--- config.mk ---
export PLATFORM = sky130hd
export DESIGN_NAME = nand_gate_core
export DESIGN_NICKNAME = d
export VERILOG_FILES = /design/src/rtl/nand_gate_core.sv
export SDC_FILE = /design/constraint.sdc
export NUM_CORES = 1
export LEC_CHECK = 0
export ABC_CLOCK_PERIOD_IN_PS = 2000
export CORE_MARGIN = 4
export CORE_UTILIZATION = 48
export CTS_CLUSTER_SIZE = 20
export DETAILED_ROUTE_END_ITERATION = 6
export PLACE_DENSITY = 0.78
export SYNTH_ARGS = -nofsm -noshare
export SYNTH_HDL_FRONTEND = slang
export SYNTH_SLANG_ARGS = --single-unit
export TNS_END_PERCENT = 5
--- constraint.sdc ---
create_clock -name i_clk -period 2 [get_ports i_clk]
set_input_delay 0.4 -clock i_clk [delete_from_list [all_inputs] [get_ports i_clk]]
set_output_delay 0.4 -clock i_clk [all_outputs]
set_load 0.02 [all_outputs]
--- src/rtl/nand_gate_core.sv ---
// nand_gate_core: parameterisable bitwise NAND primitive.
// Provides a combinational result and a registered result behind an optional
// per-operand synchroniser. A saturating counter records how many clock cycles
// changed the registered result.
module nand_gate_core #(
    parameter int unsigned WIDTH       = 1,
    parameter int unsigned SYNC_STAGES = 0,
    parameter int unsigned CNT_W       = 16
) (
    input  logic             i_clk,
    input  logic             i_rst_n,
    input  logic [WIDTH-1:0] i_0,
    input  logic [WIDTH-1:0] i_1,
    input  logic             i_en,
    input  logic             i_clr_cnt,
    output logic [WIDTH-1:0] o_0,
    output logic [WIDTH-1:0] o_0_comb,
    output logic             o_valid,
    output logic [CNT_W-1:0] o_toggle_cnt
);

    logic [WIDTH-1:0] op_a;
    logic [WIDTH-1:0] op_b;

    logic [WIDTH-1:0] o0_d,    o0_q;
    logic             valid_d, valid_q;
    logic [CNT_W-1:0] cnt_d,   cnt_q;

    // Combinational NAND straight from the ports. It does not depend on the
    // clock, the reset or i_en.
    assign o_0_comb = ~(i_0 & i_1);

    generate
        if (SYNC_STAGES > 0) begin : g_sync
            // Each operand uses a flat shift register. Stage k occupies bits
            // [(k+1)*WIDTH-1 : k*WIDTH]. Stage 0 takes the raw input, and the
            // highest stage drives the NAND.
            logic [SYNC_STAGES*WIDTH-1:0] sync_a_d, sync_a_q;
            logic [SYNC_STAGES*WIDTH-1:0] sync_b_d, sync_b_q;

            if (SYNC_STAGES == 1) begin : g_one
                // Next-state of the single synchroniser stage.
                always_comb begin
                    sync_a_d = i_0;
                    sync_b_d = i_1;
                end
            end else begin : g_multi
                // Shift every stage up by one position and load the raw inputs into stage 0.
                always_comb begin
                    sync_a_d = {sync_a_q[(SYNC_STAGES-1)*WIDTH-1:0], i_0};
                    sync_b_d = {sync_b_q[(SYNC_STAGES-1)*WIDTH-1:0], i_1};
                end
            end

            // The synchroniser flops clock on every cycle, whatever the state of i_en.
            always_ff @(posedge i_clk or negedge i_rst_n) begin
                if (!i_rst_n) begin
                    sync_a_q <= '0;
                    sync_b_q <= '0;
                end else begin
                    sync_a_q <= sync_a_d;
                    sync_b_q <= sync_b_d;
                end
            end

            assign op_a = sync_a_q[SYNC_STAGES*WIDTH-1 -: WIDTH];
            assign op_b = sync_b_q[SYNC_STAGES*WIDTH-1 -: WIDTH];
        end else begin : g_nosync
            assign op_a = i_0;
            assign op_b = i_1;
        end
    endgenerate

    // Next state of the result, valid and counter registers.
    // A toggle is detected by comparing the next result value with the current one.
    always_comb begin
        o0_d    = i_en ? ~(op_a & op_b) : o0_q;
        valid_d = valid_q | i_en;
        cnt_d   = cnt_q;
        if (i_clr_cnt) begin
            cnt_d = '0;
        end else if ((o0_d != o0_q) && (cnt_q != '1)) begin
            cnt_d = cnt_q + CNT_W'(1);
        end
    end

    // State registers. Reset loads the result of a NAND of two all-zero operands.
    always_ff @(posedge i_clk or negedge i_rst_n) begin
        if (!i_rst_n) begin
            o0_q    <= '1;
            valid_q <= 1'b0;
            cnt_q   <= '0;
        end else begin
            o0_q    <= o0_d;
            valid_q <= valid_d;
            cnt_q   <= cnt_d;
        end
    end

    assign o_0          = o0_q;
    assign o_valid      = valid_q;
    assign o_toggle_cnt = cnt_q;

endmodule

=== Word level (Yosys, flattened, before mapping) ===
Index checks and enable logic that the tools add are counted.
W data, S select, Z words.

* Register bits after elaboration: 18

* Add/sub/neg operators: 1
* Equal/unequal tests: 2
* Muxes and demuxes: 3
* Bitwise operators: 3
* Reductions and logical operators: 2

{| class="wikitable"
|+ Operator list
! kind !! count
|-
| $mux W16 || 2
|-
| $add A16 B1 Y16 const B || 1
|-
| $ne A16 B16 Y1 const B || 1
|-
| $reduce_bool A2 Y1 || 1
|-
| $and A1 B1 Y1 || 1
|-
| $logic_and A1 B1 Y1 || 1
|-
| $mux W1 || 1
|-
| $ne A1 B1 Y1 || 1
|-
| $not A1 Y1 || 1
|-
| $or A1 B1 Y1 || 1
|}

=== Logic depth before layout (Yosys ltp) ===
Gate-level depths: netlist of the first run.

* Depth after elaboration: 7
* Gate-level depth with buffers: 6

=== Least setup slack after synthesis of the first run ===
Ideal clock, no wire load.

* Path kind: flip-flop to flip-flop
* From: register cnt_q[0], in the netlist o_toggle_cnt[0]
* To: register cnt_q[11], in the netlist o_toggle_cnt[11]
* Arrival time: 1,818 ps
* Path slack: 54 ps
* Stages on the path, launching flop included: 7
* Buffers on the path: 0
* Period minus slack after synthesis: 1,946 ps
* Cell sequence: dfrtp_1 ha_1 nand4_1 nor4_1 nor3_1 nand3_1 mux2_1

* Word-level cells in the longest chain between the ends: 3
* Elaborated cells on any way between the ends: 6
* Classes of those cells: add/sub (1); eq/ne (1); mux (2); reduce/logical (2)

{| class="wikitable"
|+ Ends and longest elaborated chain
! element !! line !! text
|-
| from (decl) || 27 || <nowiki>logic [CNT_W-1:0] cnt_d, cnt_q;</nowiki>
|-
| from (signal assigned) || 96 || <nowiki>cnt_q <= cnt_d;</nowiki>
|-
| $add A16 B1 Y16 or $ne A16 B16 Y1 (tied branches) || 83, 82 ||
|-
| $mux W16 or $logic_and A1 B1 Y1 (tied branches) || 82 || <nowiki>end else if ((o0_d != o0_q) && (cnt_q != '1)) begin</nowiki>
|-
| $mux W16 or $reduce_bool A2 Y1 (tied branches) || n/a ||
|}

Several ways; a longest one is shown, not always the timed one. The select of a mux whose other input is x is not followed.
A chain may end at the register's enable or synchronous reset.

=== Worst setup path after layout of the first run ===
* From: input i_0
* To: output o_0_comb

* Word-level cells in the longest chain between the ends: 2

{| class="wikitable"
|+ Ends and longest elaborated chain
! element !! line !! text
|-
| from (decl) || 12 || <nowiki>input logic [WIDTH-1:0] i_0,</nowiki>
|-
| $and A1 B1 Y1 || 31 || <nowiki>assign o_0_comb = ~(i_0 & i_1);</nowiki>
|-
| $not A1 Y1 || 31 ||
|-
| to (decl) || 17 || <nowiki>output logic [WIDTH-1:0] o_0_comb,</nowiki>
|}

No other way between the ends.

==> run metrics, run 1 <==
Worst Max-Slew Pin Slew approximately 0.55 ns; largest net degree at the start of global routing 11; Initial DRC Count 5; Die Wd about 54 um; die height 54.1 um; ratio of cells with drive above 1 in the final layout about 19%; Synth-to-Final Area Change 35.7%; Max VDD drop about 0.36 mV; vias in the first global route 960; gr usage total approximately a fifth; leakage 0.506 nW; I/O pin total 25; core area 1980 um^2; Cell variety after synth 33; Clock Pin Slew Worst Setup and Hold Paths approximately 0.11 ns; share of the yosys chip area belonging to registers 44.3%; largest family of logic cells by synthesized area simple AND/OR/NAND/NOR gates; Rows 16; post-route cell area approximately 1400 um^2; commonest non-fill, non-tap cell in the layout clkdlybuf4s50_1; synthesis-stage register bit count 18; Final WS setup between 0.03 and 0.04 ns; Critical Path Sink Type output port; Cell Area, Placed 1340 um^2; Rel. slew slack 62.9%; status finished clean; f_max 508 MHz; Post-Synthesis Net Count 113; Final Cycle Share a little over nine tenths; CP max stage cell clkdlybuf4s50_1; IO buf count 24; worst reg2reg endpoint o_toggle_cnt[11]$_DFFE_PN0P_; YS warnings 0; CP top delay family buffers and inverters; Adder-Cell Fraction of Synth Area approximately 1.2%; crit path cell chain clkdlybuf4s50_1 -> nand2_1 -> clkdlybuf4s50_1; # Max-Cap Violations 0; final hold violation count 0; pre-CTS setup slack -0.0166 ns; power density cells 499 nW/um^2; Routed Antenna Nets 0; worst endpoint required time around 1.6 ns; FF-to-FF path depth 6; Slew Limit Fails 0; GPL Wtd Cong between 0.7 and 0.8; post-DP HPWL approximately 1.8 mm; clock skew between 0.005 and 0.006 ns; CP Depth 3; FF-to-FF setup slack around 0.16 ns; CTS max path bufs 2; RSZ-0062 raised after global routing no; drt wl/cell about 14 um; final setup TNS 0 ns; r2r startpoint o_toggle_cnt[0]$_DFFE_PN0P_; Vias per Instance around 5.6; global-route wire length before repair 4.15 mm; Synth Area in Compound Gates roughly a tenth; Root Buffer clkbuf_4; H-tree levels 1; Clock Latency Late Sink approximately 0.30 ns; vias slightly above 900; CTS tree built; Simple-Gate Fraction of Synth Area just under 30%; minimum clock period around 2.0 ns; Routed WL ~2.4 mm; syn_area_per_cell between 9 and 10 um^2; GRT overflow 0; HP Class in -> async; Synth Area in XOR/XNOR under 10%; mux share of post-synthesis cell area under 10%; initial antenna violation count 0; commonest cells after routing, fill and taps aside 24 x clkdlybuf4s50_1, 18 x nor2_1, 17 x dfrtp_1; Core Util, Final between 60% and 70%; CTS Hold Buffers Added 0; CP arrival roughly 1.6 ns; Die Area 2930 um^2; Crit path largest cell delay 0.61 ns; Most common cell on crit path clkdlybuf4s50_1; CTS Buf Count 3; # DRC 0; crit start category primary input; kind of critical path in -> out; CP Max Fanout 3; antenna fix cells 0; setup violators final 0; Final nets ~150; CTS Sinks 18; WP buf/inv 2; area of the mapped netlist roughly 1000 um^2; Mapped Cells about 110; DRT Pass-1 Iters 5; initial core utilization between 50% and 60%
[report_power, final]
group	total (W)	switching (W)	internal [W]
Clock	0.000231	0.000120	0.000111
Sequential	0.000373	0.00000380	0.000369
Combinational	0.0000868	0.0000451	0.0000417
[state kept, by name, indices dropped and copies added (netlist names)]
register,flops
o_0,1
o_valid,1
o_toggle_cnt,16
[metrics by stage]
step	hold WS, ns	total power, W	cells
after floorplan	0.104	0.000416	106
after global placement	0.452	0.000464	163
after detailed placement	0.455	0.000468	163
after CTS	0.444	0.000691	167
after global routing	0.455	0.000715	167
final	0.416	0.000691	167
[cell usage after synthesis]
cell type | n | share of area (%)
or2_2 | 1 | 0.61
clkbuf_2 | 1 | 0.49
a21oi_2 | 1 | 0.86
and2b_2 | 1 | 0.86
nand3_1 | 6 | 2.9
mux2_1 | 1 | 1.1
ha_1 | 1 | 1.2
nor3_1 | 3 | 1.5
a21oi_1 | 2 | 0.98
or4_2 | 1 | 0.86
mux2i_1 | 1 | 0.98
buf_4 | 1 | 0.74
nor4_2 | 2 | 2.5
nor3_2 | 1 | 0.98
or2_4 | 1 | 0.86
dlygate4sd3_1 | 1 | 0.98
dfrtp_1 | 17 | 42
nor2b_1 | 2 | 1.2
a2111oi_2 | 1 | 1.5
o31ai_1 | 1 | 0.74
nand4_1 | 3 | 1.8
and4_1 | 3 | 2.6
dfstp_2 | 1 | 2.6
and3_2 | 2 | 1.5
inv_1 | 2 | 0.74
a211oi_1 | 6 | 4.4
a31oi_1 | 1 | 0.61
o41ai_1 | 1 | 0.86
buf_2 | 1 | 0.49
nor4_1 | 3 | 1.8
xnor2_1 | 11 | 9.4
nor2_1 | 18 | 6.6
nand2_1 | 8 | 2.9
[metal layers]
layer	track usage [%]	part of all wire (%)
met4	8.30	1.2
met3	3.05	4.7
met5	0	0
met2	34.9	51
met1	23.2	43
[logic make-up (layout without fill, tap and decap cells)]
logic type	Yosys count	in the layout
and+or+nand+nor	55	55
muxes	2	2
AOI/OAI and AO/OA	13	13
DFF	18	18
adders and majority gates	1	1
buffers and inverters	6	40
xor gates and xnor gates	11	11
[worst max-delay path by stage]
stage                                 from                            to  slack, ns
5_1_grt                                i_0                      o_0_comb      0.003
4_1_cts                                i_0                      o_0_comb       0.03
2_1_floorplan  o_toggle_cnt[0]$_DFFE_PN0P_  o_toggle_cnt[11]$_DFFE_PN0P_       0.05
3_3_place_gp                          i_en  o_toggle_cnt[11]$_DFFE_PN0P_       0.04
3_5_place_dp                          i_en  o_toggle_cnt[11]$_DFFE_PN0P_      -0.02
6_report                               i_0                      o_0_comb       0.03
[final cells by class]
class,count,area [um^2]
fill,150,598
multi-input combinational,82,539
sequential,18,452
timing repair buffer,34,315
clock buffer,4,36.3
tap,27,33.8
inverter,2,7.51
[worst register-to-register path, delay by kind of cell (launching register included)]
| kind | cells | cell delay, ns |
|---|---|---|
| adder cells (fa/ha/maj) | 1 | 0.20 |
| flip-flops | 1 | 0.39 |
| AND/OR/NAND/NOR | 4 | 0.83 |
| multiplexers | 1 | 0.31 |
[what timing repair did]
action | CTS | global route
setup endpoints to repair | 0 | 1
gates resized for setup | 0 | 1
setup buffers | 0 | 0
(Power assumes the default switching activity.)
==> inputs of run 2 (changes only) <==
--- a/config.mk
+++ b/config.mk
@@ -11,6 +11,7 @@
 export CTS_CLUSTER_SIZE = 20
 export DETAILED_ROUTE_END_ITERATION = 6
 export PLACE_DENSITY = 0.78
+export SLEW_MARGIN = 20
 export SYNTH_ARGS = -nofsm -noshare
 export SYNTH_HDL_FRONTEND = slang
 export SYNTH_SLANG_ARGS = --single-unit
==> results of run 2 <==
No change in the layout: final DEF, timing and power equal those of run 1.
